===== config.mk =====
export PLATFORM = sky130hd
export DESIGN_NAME = mul_approx_seq
export DESIGN_NICKNAME = d
export VERILOG_FILES = /design/src/rtl/mul_approx_pkg.sv /design/src/rtl/mul_approx_row.sv /design/src/rtl/mul_approx_seq.sv
export SDC_FILE = /design/constraint.sdc
export NUM_CORES = 1
export LEC_CHECK = 0
export CAP_MARGIN = 10
export CORE_MARGIN = 2
export CORE_UTILIZATION = 25
export CTS_BUF_LIST = sky130_fd_sc_hd__clkbuf_16
export CTS_CLUSTER_DIAMETER = 30
export CTS_CLUSTER_SIZE = 25
export DETAILED_ROUTE_END_ITERATION = 6
export GPL_TIMING_DRIVEN = 1
export PLACE_DENSITY = 0.51
export REMOVE_ABC_BUFFERS = 1
export SYNTH_ARGS = -nofsm -noshare
export SYNTH_HDL_FRONTEND = slang
export SYNTH_SLANG_ARGS = --single-unit

===== constraint.sdc =====
create_clock -name clk -period 14 [get_ports clk]
set_input_delay 1.4 -clock clk [delete_from_list [all_inputs] [get_ports clk]]
set_output_delay 1.4 -clock clk [all_outputs]
set_load 0.03 [all_outputs]

===== src/rtl/mul_approx_pkg.sv =====
// Shared types and helpers for the sequential approximate multiplier.
// col_mask gives, for partial-product row j, which multiplicand bits survive truncation at K.
package mul_approx_pkg;

  // Widest operand that col_mask can describe.
  localparam int unsigned MAX_W = 64;

  typedef enum logic [1:0] {
    IDLE = 2'd0,
    BUSY = 2'd1,
    DONE = 2'd2
  } state_e;

  // trunc_k width: holds every K from 0 (exact) to 2W (drop everything).
  function automatic int unsigned kw_of(input int unsigned w);
    return $clog2(2 * w + 1);
  endfunction

  // Bit i of the mask is set when column i+j >= k, so that bit of row j is kept.
  function automatic logic [MAX_W-1:0] col_mask(input int unsigned j, input int unsigned k);
    if (k <= j) return '1;
    // A shift of MAX_W or more yields 0, so the mask correctly collapses to all-zero.
    return ~((MAX_W'(1) << (k - j)) - MAX_W'(1));
  endfunction

endpackage


===== src/rtl/mul_approx_row.sv =====
// One partial-product row of the broken-array multiplier: A gated by B[j], shifted to
// column j, with columns below K removed; flags whether any removed bit was a one.
module mul_approx_row
  import mul_approx_pkg::*;
#(
  parameter int unsigned W  = 8,
  parameter int unsigned KW = kw_of(W),
  parameter int unsigned CW = $clog2(W)
) (
  input  logic [W-1:0]   a,
  input  logic [CW-1:0]  j,
  input  logic [KW-1:0]  k,
  input  logic           b_j,
  output logic [2*W-1:0] row,
  output logic           dropped
);

  localparam int unsigned PW = 2 * W;

  logic [W-1:0] keep;
  logic [W-1:0] sel;

  assign keep    = W'(col_mask(32'(j), 32'(k)));
  assign sel     = a & {W{b_j}};
  assign row     = PW'(sel & keep) << j;
  assign dropped = |(sel & ~keep);

endmodule


===== src/rtl/mul_approx_seq.sv =====
// Sequential shift-add approximate unsigned multiplier, one row of B per cycle,
// with runtime column truncation and valid/ready handshakes on both sides.
module mul_approx_seq
  import mul_approx_pkg::*;
#(
  parameter int unsigned W  = 8,
  parameter int unsigned KW = kw_of(W)
) (
  input  logic           clk,
  input  logic           rst,
  input  logic           in_valid,
  output logic           in_ready,
  input  logic [W-1:0]   A,
  input  logic [W-1:0]   B,
  input  logic [KW-1:0]  trunc_k,
  output logic           out_valid,
  input  logic           out_ready,
  output logic [2*W-1:0] O,
  output logic           inexact
);

  localparam int unsigned PW = 2 * W;
  localparam int unsigned CW = $clog2(W);

  state_e          state;
  logic [W-1:0]    a_q;
  logic [W-1:0]    b_q;
  logic [KW-1:0]   k_q;
  logic [PW-1:0]   acc;
  logic            drop;
  logic [CW-1:0]   cnt;
  logic [PW-1:0]   row;
  logic            row_drop;
  logic            accept;
  logic            last_row;

  // DONE forwards the consumer's ready so a new operand pair can enter on the pop edge.
  assign in_ready  = !rst && ((state == IDLE) || ((state == DONE) && out_ready));
  assign out_valid = (state == DONE);
  assign accept    = in_valid && in_ready;
  assign last_row  = (cnt == CW'(W - 1));

  mul_approx_row #(
    .W  (W),
    .KW (KW),
    .CW (CW)
  ) u_row (
    .a       (a_q),
    .j       (cnt),
    .k       (k_q),
    .b_j     (b_q[cnt]),
    .row     (row),
    .dropped (row_drop)
  );

  always_ff @(posedge clk) begin
    if (rst) begin
      state   <= IDLE;
      a_q     <= '0;
      b_q     <= '0;
      k_q     <= '0;
      acc     <= '0;
      drop    <= 1'b0;
      cnt     <= '0;
      O       <= '0;
      inexact <= 1'b0;
    end else begin
      unique case (state)
        IDLE: begin
          if (accept) state <= BUSY;
        end
        BUSY: begin
          acc  <= acc + row;
          drop <= drop | row_drop;
          cnt  <= cnt + CW'(1);
          if (last_row) begin
            state   <= DONE;
            O       <= acc + row;
            inexact <= drop | row_drop;
          end
        end
        DONE: begin
          if (out_ready) state <= in_valid ? BUSY : IDLE;
        end
        default: state <= IDLE;
      endcase

      // Operand capture is shared by the IDLE and back-to-back DONE paths.
      if (accept) begin
        a_q  <= A;
        b_q  <= B;
        k_q  <= trunc_k;
        acc  <= '0;
        drop <= 1'b0;
        cnt  <= '0;
      end
    end
  end

endmodule

Word level (Yosys, flattened, before mapping)
Cells that the tools add are included.

cells by class
  add/subtract/negate cells = 4
  order comparisons = 2
  equality and inequality tests = 6
  shifts and indexed selects = 2
  mux-type cells = 10
  bitwise logic cells = 6
  reduce and logical (&&, ||, !) cells = 10

operators by type and width
  cell                                                                           count
  1-bit by 32-bit left shift with 8-bit output (first input constant)            1
  8-bit AND                                                                      3
  16-bit adder                                                                   1
  8-bit two-way mux                                                              2
  8-bit inverter                                                                 2
  16-bit by 3-bit left shift with 16-bit output                                  1
  8-bit OR reduction                                                             1
  8-bit by 2-bit subtractor with 8-bit output (second input constant)            1
  2-bit two-way mux                                                              3
  2-bit case mux with 3 select lines                                             1
  5-bit by 3-bit subtractor with 6-bit output                                    1
  5-bit by 3-bit <= comparator with 1-bit output                                 1
  3-bit by 4-bit less-than comparator with 1-bit output (second input constant)  1
  2-bit inequality test (second input constant)                                  2
  3-bit by 1-bit adder with 3-bit output (second input constant)                 1
  1-bit binary-select mux with 3-bit select                                      1
  3-bit equality test (second input constant)                                    1
  1-bit logical AND                                                              3
  1-bit two-way mux                                                              3
  3-bit AND reduction                                                            1
  2-bit by 1-bit equality test with 1-bit output (second input constant)         1
  2-bit equality test (second input constant)                                    1
  2-bit zero test                                                                1
  2-bit by 1-bit inequality test with 1-bit output (second input constant)       1
  other kinds (5)                                                                5

storage, ports and cells
  register bits = 60
  input port bits = 25
  output and inout port bits = 19
  word-level logic and storage cells = 49

Depth between registers and ports, before layout
  word-level depth = 9
  depth in mapped cells = 25
  mapped depth without buffers = 24

Modules after synthesis
From an unflattened synthesis, not the netlist that was laid out.

unflattened totals
  cells, all modules = 496
  area, all modules = 4080.2 um^2

modules (own cells, without submodules)
  module          instances  cells each  area each (um^2)  seq. area each (um^2)
  mul_approx_seq  1          337         3004.1            1201.2
  mul_approx_row  1          159         1076.0            0.0

Worst setup path before layout
Ideal clock, no wire load.

  path kind = register -> register
  start = register cnt[1]
  end = register O[11]
  library setup time = 0.116 ns
  arrival = 5.268 ns
  required time = 13.884 ns
  setup slack = 8.616 ns
  stages on the path, launching flop included = 25
  path buffers = 2
  clock period less this slack = 5.384 ns
  cell sequence = dfxtp_1 -> buf_2 -> clkinv_1 -> ha_1 -> nor2b_1 -> o211a_1 -> a211oi_2 -> nand2_1 -> nand4_1 -> ha_1 -> clkbuf_1 -> nor3b_1 -> a31oi_1 -> o41ai_4 -> nor4_2 -> o31ai_1 -> o22ai_1 -> ha_1 -> or3_1 -> nand2b_1 -> o21ai_1 -> nor2b_1 -> o21a_1 -> o311a_1 -> a31o_1

on the way
  longest elaborated chain between the ends = 8
  elaborated cells between the ends (all ways) = 15
  classes of those cells = add/sub: 3; order compare: 1; eq/ne: 1; shift: 2; mux: 4; bitwise: 3; reduce/logical: 1

ends and longest elaborated chain
  element                                        RTL line              source
  start, declared                                mul_approx_seq.sv:31  logic [CW-1:0] cnt;
  start signal, assigned                         mul_approx_seq.sv:75  cnt <= cnt + CW'(1);
  5-bit by 3-bit subtractor with 6-bit output    mul_approx_pkg.sv:23  return ~((MAX_W'(1) << (k - j)) - MAX_W'(1));
  1-bit by 32-bit left shift with 8-bit output   mul_approx_pkg.sv:23
  8-bit by 2-bit subtractor with 8-bit output    mul_approx_pkg.sv:23
  8-bit inverter                                 mul_approx_pkg.sv:23
  8-bit two-way mux                              mul_approx_pkg.sv:23
  8-bit AND                                      mul_approx_row.sv:25  assign row = PW'(sel & keep) << j;
  16-bit by 3-bit left shift with 16-bit output  mul_approx_row.sv:25
  16-bit adder                                   mul_approx_seq.sv:78  O <= acc + row;
  end signal, assigned                           mul_approx_seq.sv:78
  end, declared                                  mul_approx_seq.sv:18  output logic [2*W-1:0] O,

Several ways; a longest one is shown, not always the timed one. The select of a mux whose other input is x is not followed.
A chain may end at the register's enable or synchronous reset.

Final worst setup path
  start = register cnt[2]
  end = register O[11]

Same word-level chain as after synthesis.

==> results.yml <==
run_status:
  status: "completed"
setup_path:
  cp_data_arrival_time_ps: 6980
  startpoint_type: "flop"
  worstPathRequired_ps: 14220
  path_buf_inv: 1
  worstPathMaxFanout: 18
  path_cells: "clkinv_1 > ha_1 > nor4bb_1 > o211a_1 > a211oi_2 > nand2_1 > nand4_1 > ha_1 > a21bo_2 > o21ai_1 > nor4_2 > o31ai_1 > o22ai_1 > ha_1 > or3_1 > nand2b_1 > o21ai_1 > nor2b_1 > o21a_1 > o311a_1 > a31o_1"
  crit_top_cell: "ha_1"
  end_kind: "flop"
  crit_path_top_delay_cell: "dfxtp_1"
  critPathKind: "flop to flop"
  crit_family: "compound AO/OA/AOI/OAI gates"
  critical-path-max-stage-delay_ps: 720
global_routing:
  antenna_found_initial: 0
  grt_pass1_wl_um: 19900
  grt.overflow.total: 0
  grt_max_degree: 43
  grt_pass1_vias: 3986
  grt_use_total_pct: 13.7
route:
  viasPerCell: 5.14
  ant_nets: 0
  dr.pass1.iters: 5
  drc: 0
  routedWlPerCell_um: 15.0
  vias: 4065
  first_iter_violations: 209
  finalWirelength_um: 11900
sta:
  report.final.slew_viol_count: 0
  skew_ps: 8.12
  post-route-min-period_ps: 6750
  setup_slack_ps: 7250
  fin_setup_tns_ps: 0
  hold_violations: 0
  period_share_pct: 48.2
  tightest_slew_ps: 872
  finalSetupViolations: 0
  relSlewSlack_pct: 41.9
  grt_setup_unrepaired: "no"
  clock.fmax_mhz: 148
min_path:
  min_path_type: "flop to flop"
power_and_ir_drop:
  peakVddDrop_v: 0.0000504
  powerDensity_nw_per_um2: 96.5
  p_leak_nw: 1.83
finish:
  multi_input_area_um2: 2820
  diodes: 0
  nets: 617
  drive_gt1_share_pct: 7.36
  seqCellArea_um2: 1200
  area_delta_synth_final_pct: 19.5
  fill_cells: 1765
clock_tree:
  holdBufCountCts: 0
  numCtsBuffers: 9
  clk_latency_ps: 330
  clockRootBuffer: "clkbuf_16"
  post_cts_buffers: 0
  cts_sinks: 60
  h-tree-depth: 3
  cts_tree: "yes"
  clk_pin_slew_ps: 50
  cts_resized: 0
  clockBufferDepth: 2
floorplanning:
  rows: 47
  start_util_pct: 25.7
  die_w_um: 134
  die_h_um: 134
  die_area_um2: 18100
  core_area_um2: 16600
  num_io_pins: 44
synth:
  seq_area_frac_synth_pct: 28.2
  avgSynthCellArea_um2: 7.82
  netlist_area_um2: 4250
  synth_top_area_share_pct: 28.2
  yosysWarnings: 0
  yosysUniqueCellTypes: 78
  synth-main-ff-cell: "dfxtp_1"
  yosys.area.top_type: "dfxtp_1"
  synth_cells: 544
  synthTopCellsByArea: "dfxtp_1 28%, nand2_1 9.0%, ha_1 6.5%"
  ys_ff_latch: 60
  async_flop_share_pct: 0
  synth_edf_count: 0
flow_run:
  drv_cap: 0
placed_design:
  dp_slack_ps: 7310
  post-dp-hpwl_um: 8940
  place_congestion: 0.927
  port_buffers: 43
-- area by class of cell --
type	instances	area share, %
Sequential cell	60	23.6
Timing Repair Buffer	45	8.76
Clock buffer	9	4.43
Inverter	20	1.48
Multi-Input combinational cell	432	55.4
Clock inverter	5	0.886
Tap cell	220	5.41
-- per-layer routing --
metal  wire (um)  up-vias  track usage [%]
met2        5340      108             21.5
met5           0        -                0
met1        5800     1909             18.4
met3         443       16             2.72
met4         267        0             5.44
li1            -     2032                -
-- cell usage after synthesis (3+ instances only) --
| cell type | instances |
|---|---|
| clkinv_1 | 3 |
| nand2_1 | 102 |
| o22ai_1 | 5 |
| inv_1 | 17 |
| xnor2_1 | 6 |
| or3_1 | 6 |
| o211ai_1 | 4 |
| a21oi_1 | 52 |
| a21o_1 | 3 |
| a221oi_2 | 3 |
| mux4_2 | 4 |
| and2_1 | 9 |
| dfxtp_1 | 60 |
| o21ai_1 | 7 |
| o21ai_0 | 20 |
| nor4_1 | 3 |
| buf_6 | 4 |
| or4_1 | 4 |
| ha_1 | 22 |
| buf_2 | 3 |
| o21a_1 | 8 |
| nand4_1 | 7 |
| nor2b_1 | 7 |
| a31oi_1 | 6 |
| o31ai_1 | 6 |
| a211oi_1 | 9 |
| nand2b_1 | 8 |
| nor3b_1 | 3 |
| nand3_1 | 25 |
| nor2_1 | 35 |
| nor3_1 | 10 |
| clkbuf_1 | 23 |
-- cells by family (layout without fill, tap and decap cells) --
group	count (synthesis)	after routing	share of synthesized area, %
AND/OR/NAND/NOR	234	234	26.7
AO/OA/AOI/OAI	160	160	27.4
flip-flops	60	60	28.2
buffers and inverters	52	79	5.56
adder cells (fa/ha/maj)	24	24	7.41
XOR/XNOR	9	9	2.03
multiplexers	5	5	2.65
-- per-stage QoR --
stage	hold slack (ps)	area, um^2	cells	util, %	total power [mW]
after floorplan	430	4090	512	-	0.254
after global placement	443	4810	777	29.0	0.287
after detailed placement	450	4810	777	29.0	0.287
after CTS	457	5080	791	30.7	0.494
after global routing	477	5080	791	30.7	0.514
final	452	5080	791	30.7	0.491
-- power breakdown --
| part | switching, mW | internal (mW) | total [mW] |
|---|---|---|---|
| clock network | 0.0737 | 0.133 | 0.207 |
| registers | 0.00670 | 0.176 | 0.183 |
| logic | 0.0644 | 0.0371 | 0.102 |
-- worst min-delay path: stages, from the launching register on --
cell	delay [ps]
dfxtp_1	300
nand2_1	50
a21oi_1	50
-- final timing paths --
check,from,to,slack (ps),cells after the start
max,cnt[2],O[11],7250,21
min,O[4],O[4],450,2
max reg2reg,cnt[2],O[11],7250,21
min reg2reg,O[4],O[4],450,2
-- state kept, by name, indices dropped and copies added (netlist names) --
| register | flops |
|---|---|
| O | 16 |
| acc | 16 |
| drop | 1 |
| a_q | 8 |
| state | 2 |
| cnt | 3 |
| b_q | 8 |
| inexact | 1 |
| k_q | 5 |
-- cell usage in the layout (no fill, tap or decap), types with 4 or more instances in the layout --
cell type        synthesis  final
a211oi_1                 9      9
a21oi_1                 52     52
a31oi_1                  6      6
and2_1                   9      9
clkbuf_16                0      9
clkdlybuf4s50_1          0     43
clkinv_1                 3      7
dfxtp_1                 60     60
ha_1                    22     22
inv_1                   17     17
mux4_2                   4      4
nand2_1                102    102
nand2b_1                 8      8
nand3_1                 25     25
nand4_1                  7      7
nor2_1                  35     35
nor2b_1                  7      7
nor3_1                  10     10
o211ai_1                 4      4
o21a_1                   8      8
o21ai_0                 20     20
o21ai_1                  7      7
o22ai_1                  5      5
o31ai_1                  6      6
or3_1                    6      6
or4_1                    4      4
xnor2_1                  6      6
Note: power is estimated with default switching activity, not from simulation.
